## src/rtl/rc_pkg.sv

```systemverilog
// Shared types and ALU opcodes for the reverse-converter micro-op sequencer.
package rc_pkg;

  typedef enum logic [1:0] {
    IDLE  = 2'd0,
    SHIFT = 2'd1,
    ALU   = 2'd2
  } rc_state_e;

  typedef enum logic [2:0] {
    G0 = 3'd0, G1 = 3'd1, G2 = 3'd2, G3 = 3'd3,
    G4 = 3'd4, G5 = 3'd5, G6 = 3'd6, G7 = 3'd7
  } rc_grp_e;

  localparam logic [3:0] ALU_PASS = 4'b0000;
  localparam logic [3:0] ALU_ADD  = 4'b0010;
  localparam logic [3:0] ALU_SUB  = 4'b0110;

  // G1..G3 rebuild by shifting left, G4..G7 by shifting right.
  function automatic logic grp_shifts_left(input rc_grp_e g);
    return (g == G1) || (g == G2) || (g == G3);
  endfunction

  function automatic logic grp_uses_sub(input rc_grp_e g);
    return (g == G1) || (g == G3);
  endfunction

endpackage

```

## src/rtl/rc_group_classify.sv

```systemverilog
// Combinational classifier: maps a signed operand pair onto reconstruction group G0..G7.
module rc_group_classify
  import rc_pkg::*;
#(
  parameter int N = 3
) (
  input  logic [N+1:0] a_i,
  input  logic [N+1:0] b_i,
  output rc_grp_e      grp_o
);

  localparam logic [N+1:0] NEG_2N = {2'b11, {N{1'b0}}};
  localparam logic [N+1:0] POS_2N = {2'b01, {N{1'b0}}};
  localparam logic [N+1:0] NEG_2  = {{(N+1){1'b1}}, 1'b0};

  logic       neg_a, pos_a, z_b, n2_b;
  logic [1:0] m_a, m_b;
  logic [3:0] flags;

  assign neg_a = (a_i == NEG_2N);
  assign pos_a = (a_i == POS_2N);
  assign z_b   = (b_i == '0);
  assign n2_b  = (b_i == NEG_2);
  assign m_a   = a_i[N+1:N];
  assign m_b   = b_i[N+1:N];
  assign flags = {neg_a, z_b, pos_a, n2_b};

  always_comb begin
    grp_o = G0;
    if (a_i[0] != b_i[0]) begin
      grp_o = G0;
    end else if (a_i[0]) begin
      grp_o = m_a[1] ? G1 : G3;
    end else begin
      // Even operands: special-value flags take priority over the MSB pair.
      case (flags)
        4'b1100: grp_o = G0;
        4'b1000: grp_o = m_b[1] ? G4 : G0;
        4'b0100: begin
          if (m_a == 2'b10)                         grp_o = G4;
          else if (m_a == 2'b00 || m_a == 2'b11)    grp_o = G0;
          else                                      grp_o = G5;
        end
        4'b0011: grp_o = G6;
        4'b0010: grp_o = m_b[1] ? G6 : G5;
        4'b0001: begin
          if (m_a == 2'b01)                         grp_o = G5;
          else if (m_a == 2'b00 || m_a == 2'b11)    grp_o = G6;
          else                                      grp_o = G4;
        end
        4'b1001: grp_o = G4;
        default: begin
          casez ({m_a, m_b})
            4'b000?, 4'b110?: grp_o = G0;
            4'b011?:          grp_o = G2;
            4'b101?:          grp_o = G4;
            4'b010?:          grp_o = G5;
            4'b001?, 4'b111?: grp_o = G6;
            default:          grp_o = G7;
          endcase
        end
      endcase
    end
  end

endmodule

```

## src/rtl/rc_uop_sequencer.sv

```systemverilog
// Accepts one operand pair, then issues bounded shift micro-ops followed by one ALU micro-op.
module rc_uop_sequencer
  import rc_pkg::*;
#(
  parameter int N   = 3,
  parameter int SHW = 3
) (
  input  logic           clk_i,
  input  logic           rst_i,
  input  logic           in_valid_i,
  output logic           in_ready_o,
  input  logic [N+1:0]   a_i,
  input  logic [N+1:0]   b_i,
  output logic           uop_valid_o,
  input  logic           uop_ready_i,
  output logic [2:0]     uop_sel_o,
  output logic [3:0]     uop_alu_o,
  output logic [SHW-1:0] uop_shamt_o,
  output logic           uop_shdir_o,
  output logic           uop_last_o,
  output logic           busy_o
);

  localparam int RW     = $clog2(N + 1);
  localparam int MAX_SH = (1 << SHW) - 1;
  localparam int CW     = (RW > SHW) ? RW : SHW;

  rc_state_e      state_q, state_d;
  rc_grp_e        sel_q, sel_d;
  rc_grp_e        grp;
  logic [RW-1:0]  rem_q, rem_d;
  logic [CW-1:0]  rem_w, sh_w;

  rc_group_classify #(.N(N)) u_classify (
    .a_i   (a_i),
    .b_i   (b_i),
    .grp_o (grp)
  );

  // Shift step is the remainder clamped to the per-op limit; never exceeds rem_q.
  assign rem_w = CW'(rem_q);
  assign sh_w  = (rem_w > CW'(MAX_SH)) ? CW'(MAX_SH) : rem_w;

  always_comb begin
    state_d     = state_q;
    sel_d       = sel_q;
    rem_d       = rem_q;
    in_ready_o  = 1'b0;
    uop_valid_o = 1'b0;
    uop_alu_o   = ALU_ADD;
    uop_shamt_o = '0;
    uop_shdir_o = 1'b1;
    uop_last_o  = 1'b0;
    case (state_q)
      IDLE: begin
        in_ready_o = 1'b1;
        if (in_valid_i) begin
          sel_d   = grp;
          rem_d   = RW'(N);
          state_d = (grp == G0) ? ALU : SHIFT;
        end
      end
      SHIFT: begin
        uop_valid_o = 1'b1;
        uop_alu_o   = ALU_PASS;
        uop_shamt_o = sh_w[SHW-1:0];
        uop_shdir_o = grp_shifts_left(sel_q);
        if (uop_ready_i) begin
          rem_d = rem_q - sh_w[RW-1:0];
          if (rem_d == '0) state_d = ALU;
        end
      end
      ALU: begin
        uop_valid_o = 1'b1;
        uop_alu_o   = grp_uses_sub(sel_q) ? ALU_SUB : ALU_ADD;
        uop_last_o  = 1'b1;
        if (uop_ready_i) state_d = IDLE;
      end
      default: state_d = IDLE;
    endcase
  end

  always_ff @(posedge clk_i) begin
    if (rst_i) begin
      state_q <= IDLE;
      sel_q   <= G0;
      rem_q   <= '0;
    end else begin
      state_q <= state_d;
      sel_q   <= sel_d;
      rem_q   <= rem_d;
    end
  end

  assign uop_sel_o = sel_q;
  assign busy_o    = (state_q != IDLE);

endmodule

```

## config.mk

```make
export PLATFORM = sky130hd
export DESIGN_NAME = rc_uop_sequencer
export DESIGN_NICKNAME = d
export VERILOG_FILES = /design/src/rtl/rc_pkg.sv /design/src/rtl/rc_group_classify.sv /design/src/rtl/rc_uop_sequencer.sv
export SDC_FILE = /design/constraint.sdc
export NUM_CORES = 1
export LEC_CHECK = 0
export BUFFER_PORTS_ARGS = -buffer_cell sky130_fd_sc_hd__buf_2
export CAP_MARGIN = 20
export CORE_MARGIN = 5
export CORE_UTILIZATION = 48
export CTS_BUF_LIST = sky130_fd_sc_hd__clkbuf_8
export DETAILED_ROUTE_END_ITERATION = 10
export HOLD_SLACK_MARGIN = 0.05
export MAX_ROUTING_LAYER = met4
export PLACE_DENSITY = 0.84
export SLEW_MARGIN = 20
export SYNTH_ARGS = -nofsm -noshare
export SYNTH_HDL_FRONTEND = slang
export SYNTH_SLANG_ARGS = --single-unit
export TNS_END_PERCENT = 30
```

## constraint.sdc

```tcl
create_clock -name clk_i -period 2.75 [get_ports clk_i]
set_input_delay 0.6875 -clock clk_i [delete_from_list [all_inputs] [get_ports clk_i]]
set_output_delay 0.6875 -clock clk_i [all_outputs]
set_load 0.01 [all_outputs]
```

# Yosys cells after proc, flatten, opt, wreduce, memory -nomap -nowiden
# Index checks and enable logic that the tools add are counted.
# W data, S select, Z words.
[totals]
regBits = 7
[classes]
n_mux = 28
eq_ne = 29
magnitude_cmp = 1
reduce_logical = 18
addsub = 1
[op_table]
columns = ["operator", "count"]
rows = [
  ["$mux W3", 9],
  ["$pmux W3 S7", 1],
  ["$mux W2", 10],
  ["$pmux W3 S5", 1],
  ["$eq A3 B2 Y1 const B", 4],
  ["$eq A4 B4 Y1 const B", 3],
  ["$eq A5 B5 Y1 const B", 2],
  ["$eq A3 B3 Y1 const B", 3],
  ["$eq A4 B2 Y1 const B", 2],
  ["$ne A2 B2 Y1 const B", 4],
  ["$eq A2 B2 Y1 const B", 3],
  ["$eq A3 B1 Y1 const B", 2],
  ["$logic_not A2 Y1", 3],
  ["$logic_not A3 Y1", 2],
  ["$pmux W2 S3", 1],
  ["$pmux W3 S2", 1],
  ["$reduce_or A2 Y1", 3],
  ["$eq A5 B4 Y1 const B", 1],
  ["$logic_not A5 Y1", 1],
  ["$eq A2 B1 Y1 const B", 2],
  ["$eq A4 B1 Y1 const B", 1],
  ["$eq A4 B3 Y1 const B", 1],
  ["$logic_or A1 B1 Y1", 4],
  ["$mux W1", 4],
  ["other kinds (8)", 9],
]

# Depth between registers and ports, before layout
[logic_depth]
ltp_word = 11
ltp_mapped = 8

# Modules after synthesis
# A second synthesis with hierarchy kept.
[hier_totals]
hier_cells = 91
hier_area_um2 = 664.4
[modules_own_cells]
columns = ["mod", "n_inst", "area_each_um2", "cells_each", "seq_area_each_um2"]
rows = [
  ["rc_uop_sequencer", 1, 364.1, 45, 120.1],
  ["rc_group_classify", 1, 300.3, 46, 0.0],
]

# Worst setup path after synthesis
# Ideal clock, no wire load.
[synth_timing]
kind = "input port to flip-flop"
start = "input a_i[4]"
end = "register state_q[1]"
path_stages = 8
n_path_buf = 1
setup_time_ps = 59
setup_slack_ps = 567
t_arrival_ps = 2123
path_cell_list = "buf_4 -> inv_1 -> ha_1 -> o31a_2 -> o21ai_2 -> o211ai_1 -> a211oi_2 -> o311a_1"
[synth_via]
elab_chain_cells = 11
word_cells_on_any_way = 36
[synth_rtl]
columns = ["element", "line_no", "text"]
rows = [
  ["start, declared", "rc_uop_sequencer.sv:12", "input logic [N+1:0] a_i,"],
  ["branches (longest 5 deep; another with $pmux W3 S7)", "n/a", ""],
  ["$mux W3 (*)", "rc_group_classify.sv:32", "end else if (a_i[0]) begin"],
  ["$mux W3 (*)", "rc_group_classify.sv:30", "if (a_i[0] != b_i[0]) begin"],
  ["$logic_not A3 Y1 (*)", "rc_uop_sequencer.sv:60", "state_d = (grp == G0) ? ALU : SHIFT;"],
  ["$mux W2 (*)", "rc_uop_sequencer.sv:60", ""],
  ["$mux W2 (*)", "rc_uop_sequencer.sv:57", "if (in_valid_i) begin"],
  ["$pmux W2 S3 (*)", "rc_uop_sequencer.sv:54", "case (state_q)"],
  ["end signal, assigned", "rc_uop_sequencer.sv:89", "state_q <= state_d;"],
  ["end, declared", "rc_uop_sequencer.sv:28", "rc_state_e state_q, state_d;"],
]
# Mark *: on every way between the ends. The select of a mux whose other input is x is not followed.
# A chain may end at the register's enable or synchronous reset.

# Worst setup path after layout
[layout_timing]
start = "input b_i[4]"
end = "register state_q[1]"
[layout_via]
elab_chain_cells = 10
word_cells_on_any_way = 28
[layout_rtl]
columns = ["element", "line_no", "text"]
rows = [
  ["start, declared", "rc_uop_sequencer.sv:13", "input logic [N+1:0] b_i,"],
  ["$eq A3 B1 Y1, or another cell as far along", "rc_group_classify.sv:53", "casez ({m_a, m_b})"],
  ["$reduce_or A2 Y1", "rc_group_classify.sv:53", ""],
  ["$pmux W3 S5", "rc_group_classify.sv:53", ""],
  ["$pmux W3 S7 (*)", "rc_group_classify.sv:36", "case (flags)"],
  ["$mux W3 (*)", "rc_group_classify.sv:32", ""],
  ["$mux W3 (*)", "rc_group_classify.sv:30", ""],
  ["$logic_not A3 Y1 (*)", "rc_uop_sequencer.sv:60", ""],
  ["$mux W2 (*)", "rc_uop_sequencer.sv:60", ""],
  ["$mux W2 (*)", "rc_uop_sequencer.sv:57", ""],
  ["$pmux W2 S3 (*)", "rc_uop_sequencer.sv:54", ""],
]
# Mark *: on every way between the ends. The rest lies on a longest branch, timed or not. The select of a mux whose other input is x is not followed.

==> impl_metrics.ini <==
[setup_path]
worst-setup-path-type = input port to flip-flop
regToRegSetupSlack_ps = 1210
timing.rr.start = state_q[1]
cp-start-kind = input port
reg2reg_to = state_q[1]
cp_max_fo = 11
cp.arrival_ps = 2280
ff2ff_path_depth = 7
end_kind = flip-flop
cp.required_ps = 2860

[routing]
via_per_inst = 5.914
wl_per_cell_um = 13.23
first_iter_violations = 21
drt-pass1-iter-count = 4
drt_wl_total_um = 1693
antenna_left = 0
vias = 757
drc_errors = 0

[global_route]
grt_pass1_vias = 649
grt_overflow = 0
grt_max_degree = 12
grt_usage_pct = 16.76
antenna_found_initial = 0
grt_pass1_wl_um = 2622

[logic_synthesis]
synth-edff-count = 0
synthCells = 89
synth_warnings = 0
synth_common_cells = 10 x nand2_1, 9 x a21oi_1, 6 x dfxtp_1, 6 x inv_1, 6 x nor2_1
netlist_area_um2 = 669.4
synth.distinct_cells = 36
synth-seq-area-share_pct = 17.94
yosys.cell_count.top_type = nand2_1
synth_flop_cell = dfxtp_1
synth-seq-cells = 6
async_flop_share_pct = 0
yosysTopAreaCell = dfxtp_1
synth_top_cell_area_share_pct = 17.94
synth_area_per_cell_um2 = 7.521
synth_top_cells_by_area = dfxtp_1 18%, ha_1 7.5%, a21oi_1 6.7%

[clock_network]
cts-root-buf = clkbuf_8
post_cts_buffers = 0
hold_buffers = 0
cts_buffer_depth = 2
cts_sinks = 6
ctsResizeCount = 0
clock_latency_ps = 220
htreeDepth = 1
cts_buffers = 3
cts_tree = yes
clkTransAtPathRegs_ps = 40

[power]
irDropWorstVdd_mv = 0.2306
powerDensity_mw_per_mm2 = 552.2
p_leak_nw = 0.3619

[die]
initial_core_util_pct = 50.81
dieArea_mm2 = 0.002242
ioPinCount = 29
die_h_um = 47.35
die_x_um = 47.35
num_rows = 13
coreArea_mm2 = 0.001318

[timing]
setup_viol = 0
finalHoldViolCount = 0
rsz0062_at_grt = no
finalSetupTns_ps = 0
finClkSkew_ps = 0.8285
period_minus_slack_ps = 2174
layout_setup_ws_ps = 575.6
fin_crit_sh_pct = 79.07
finalMaxSlewViolations = 0
max_freq_mhz = 459.9

[place]
gp_congestion = 0.9110
dp_slack_ps = 336.3
dpl.hpwl_um = 1365
numPortBuffers = 25

[min_path]
min_from = uop_sel_o[1]
hold_end = uop_sel_o[1]
hp-class = flip-flop to flip-flop
min_path_cells = 2

[cells_and_area]
drive_gt1_share_pct = 35.40
syn_to_final_growth_pct = 22.43
antenna_cells = 0
nets = 133
fillCellCount = 131

[job]
drv_cap = 0

[run_status]
status = finished, final reports clean
-- logic make-up after synthesis --
kind of cell | Yosys count | synth area share (%)
other | 1 | 0.5602
AND/OR/NAND/NOR | 38 | 33.08
AO/OA/AOI/OAI | 27 | 29.72
flip-flops | 6 | 17.94
multiplexers | 1 | 1.495
adder cells (fa/ha/maj) | 4 | 7.477
buffers and inverters | 12 | 9.719
-- per-layer routing --
metal / vias up / routed length (um) / global-route usage [%]
met1: 342 / 690 / 19.19
met2: 32 / 842 / 27.27
met3: 5 / 131 / 2.299
met5: - / 0 / -
met4: 0 / 29 / 9.945
li1: 378 / - / -
-- placed cells by master, fill, tap and decap left out, types with 2 or more instances in the layout --
cell      netlist  final
a21oi_1         9      9
nor2_1          6      6
dfxtp_1         6      6
conb_1          1      3
buf_2           1     25
nand4_1         2      2
a211oi_2        2      2
ha_1            4      4
or4_4           2      2
nand2_1        10     10
o311ai_0        2      2
inv_1           6      6
o21ai_0         2      2
nor4_1          2      2
o211ai_1        2      2
nand3_1         4      4
clkbuf_8        0      3
nor3_1          5      5
-- registers in the layout, indices dropped and copies added, names as in the netlist --
register   count
uop_sel_o      3
state_q        2
rem_q          1
-- cell type report --
class	instances	area, um2	share of cell area [%]
flip-flops and latches	6	120.1	14.66
repair buffers	25	125.1	15.27
well taps	15	18.77	2.290
clock buffers	3	41.29	5.038
inverters	6	22.52	2.748
multi-input cells	73	491.7	60.00
-- per-stage QoR --
step | hold slack (ps) | power, mW | utilization (%) | instances | instance area, um2
global route | 485.8 | 0.4858 | 62.20 | 128 | 819.5
global placement | 459.7 | 0.3085 | 59.07 | 125 | 778.2
finish | 465.8 | 0.4526 | 62.20 | 128 | 819.5
CTS | 465.8 | 0.4548 | 62.20 | 128 | 819.5
detailed placement | 460.5 | 0.3161 | 59.07 | 125 | 778.2
floorplan | 438.8 | 0.2483 | - | 91 | 676.9
-- power breakdown --
group          internal [mW]  leakage (nW)  switching, mW  total [mW]
clock                 0.0944        0.0216         0.0419       0.136
sequential             0.103        0.0494         0.0108       0.113
combinational         0.0813         0.291          0.121       0.203
total                  0.278         0.362          0.174       0.453
-- worst max-delay path: stages --
cell	delay (ps)
buf_2	170
or4_4	550
a21oi_2	180
nor4_1	80
a211oi_2	210
a211oi_2	110
o311a_1	290
-- how the worst max path moves through the flow --
stage,startpoint,to,slack [ps],cells after the start
floorplan,a_i[4],state_q[1],570,8
global placement,b_i[4],state_q[1],380,7
detailed placement,b_i[4],state_q[1],340,7
CTS,b_i[4],state_q[1],570,7
global route,b_i[4],state_q[1],490,7
finish,b_i[4],state_q[1],580,7
Power figures use the tool's default switching activity.
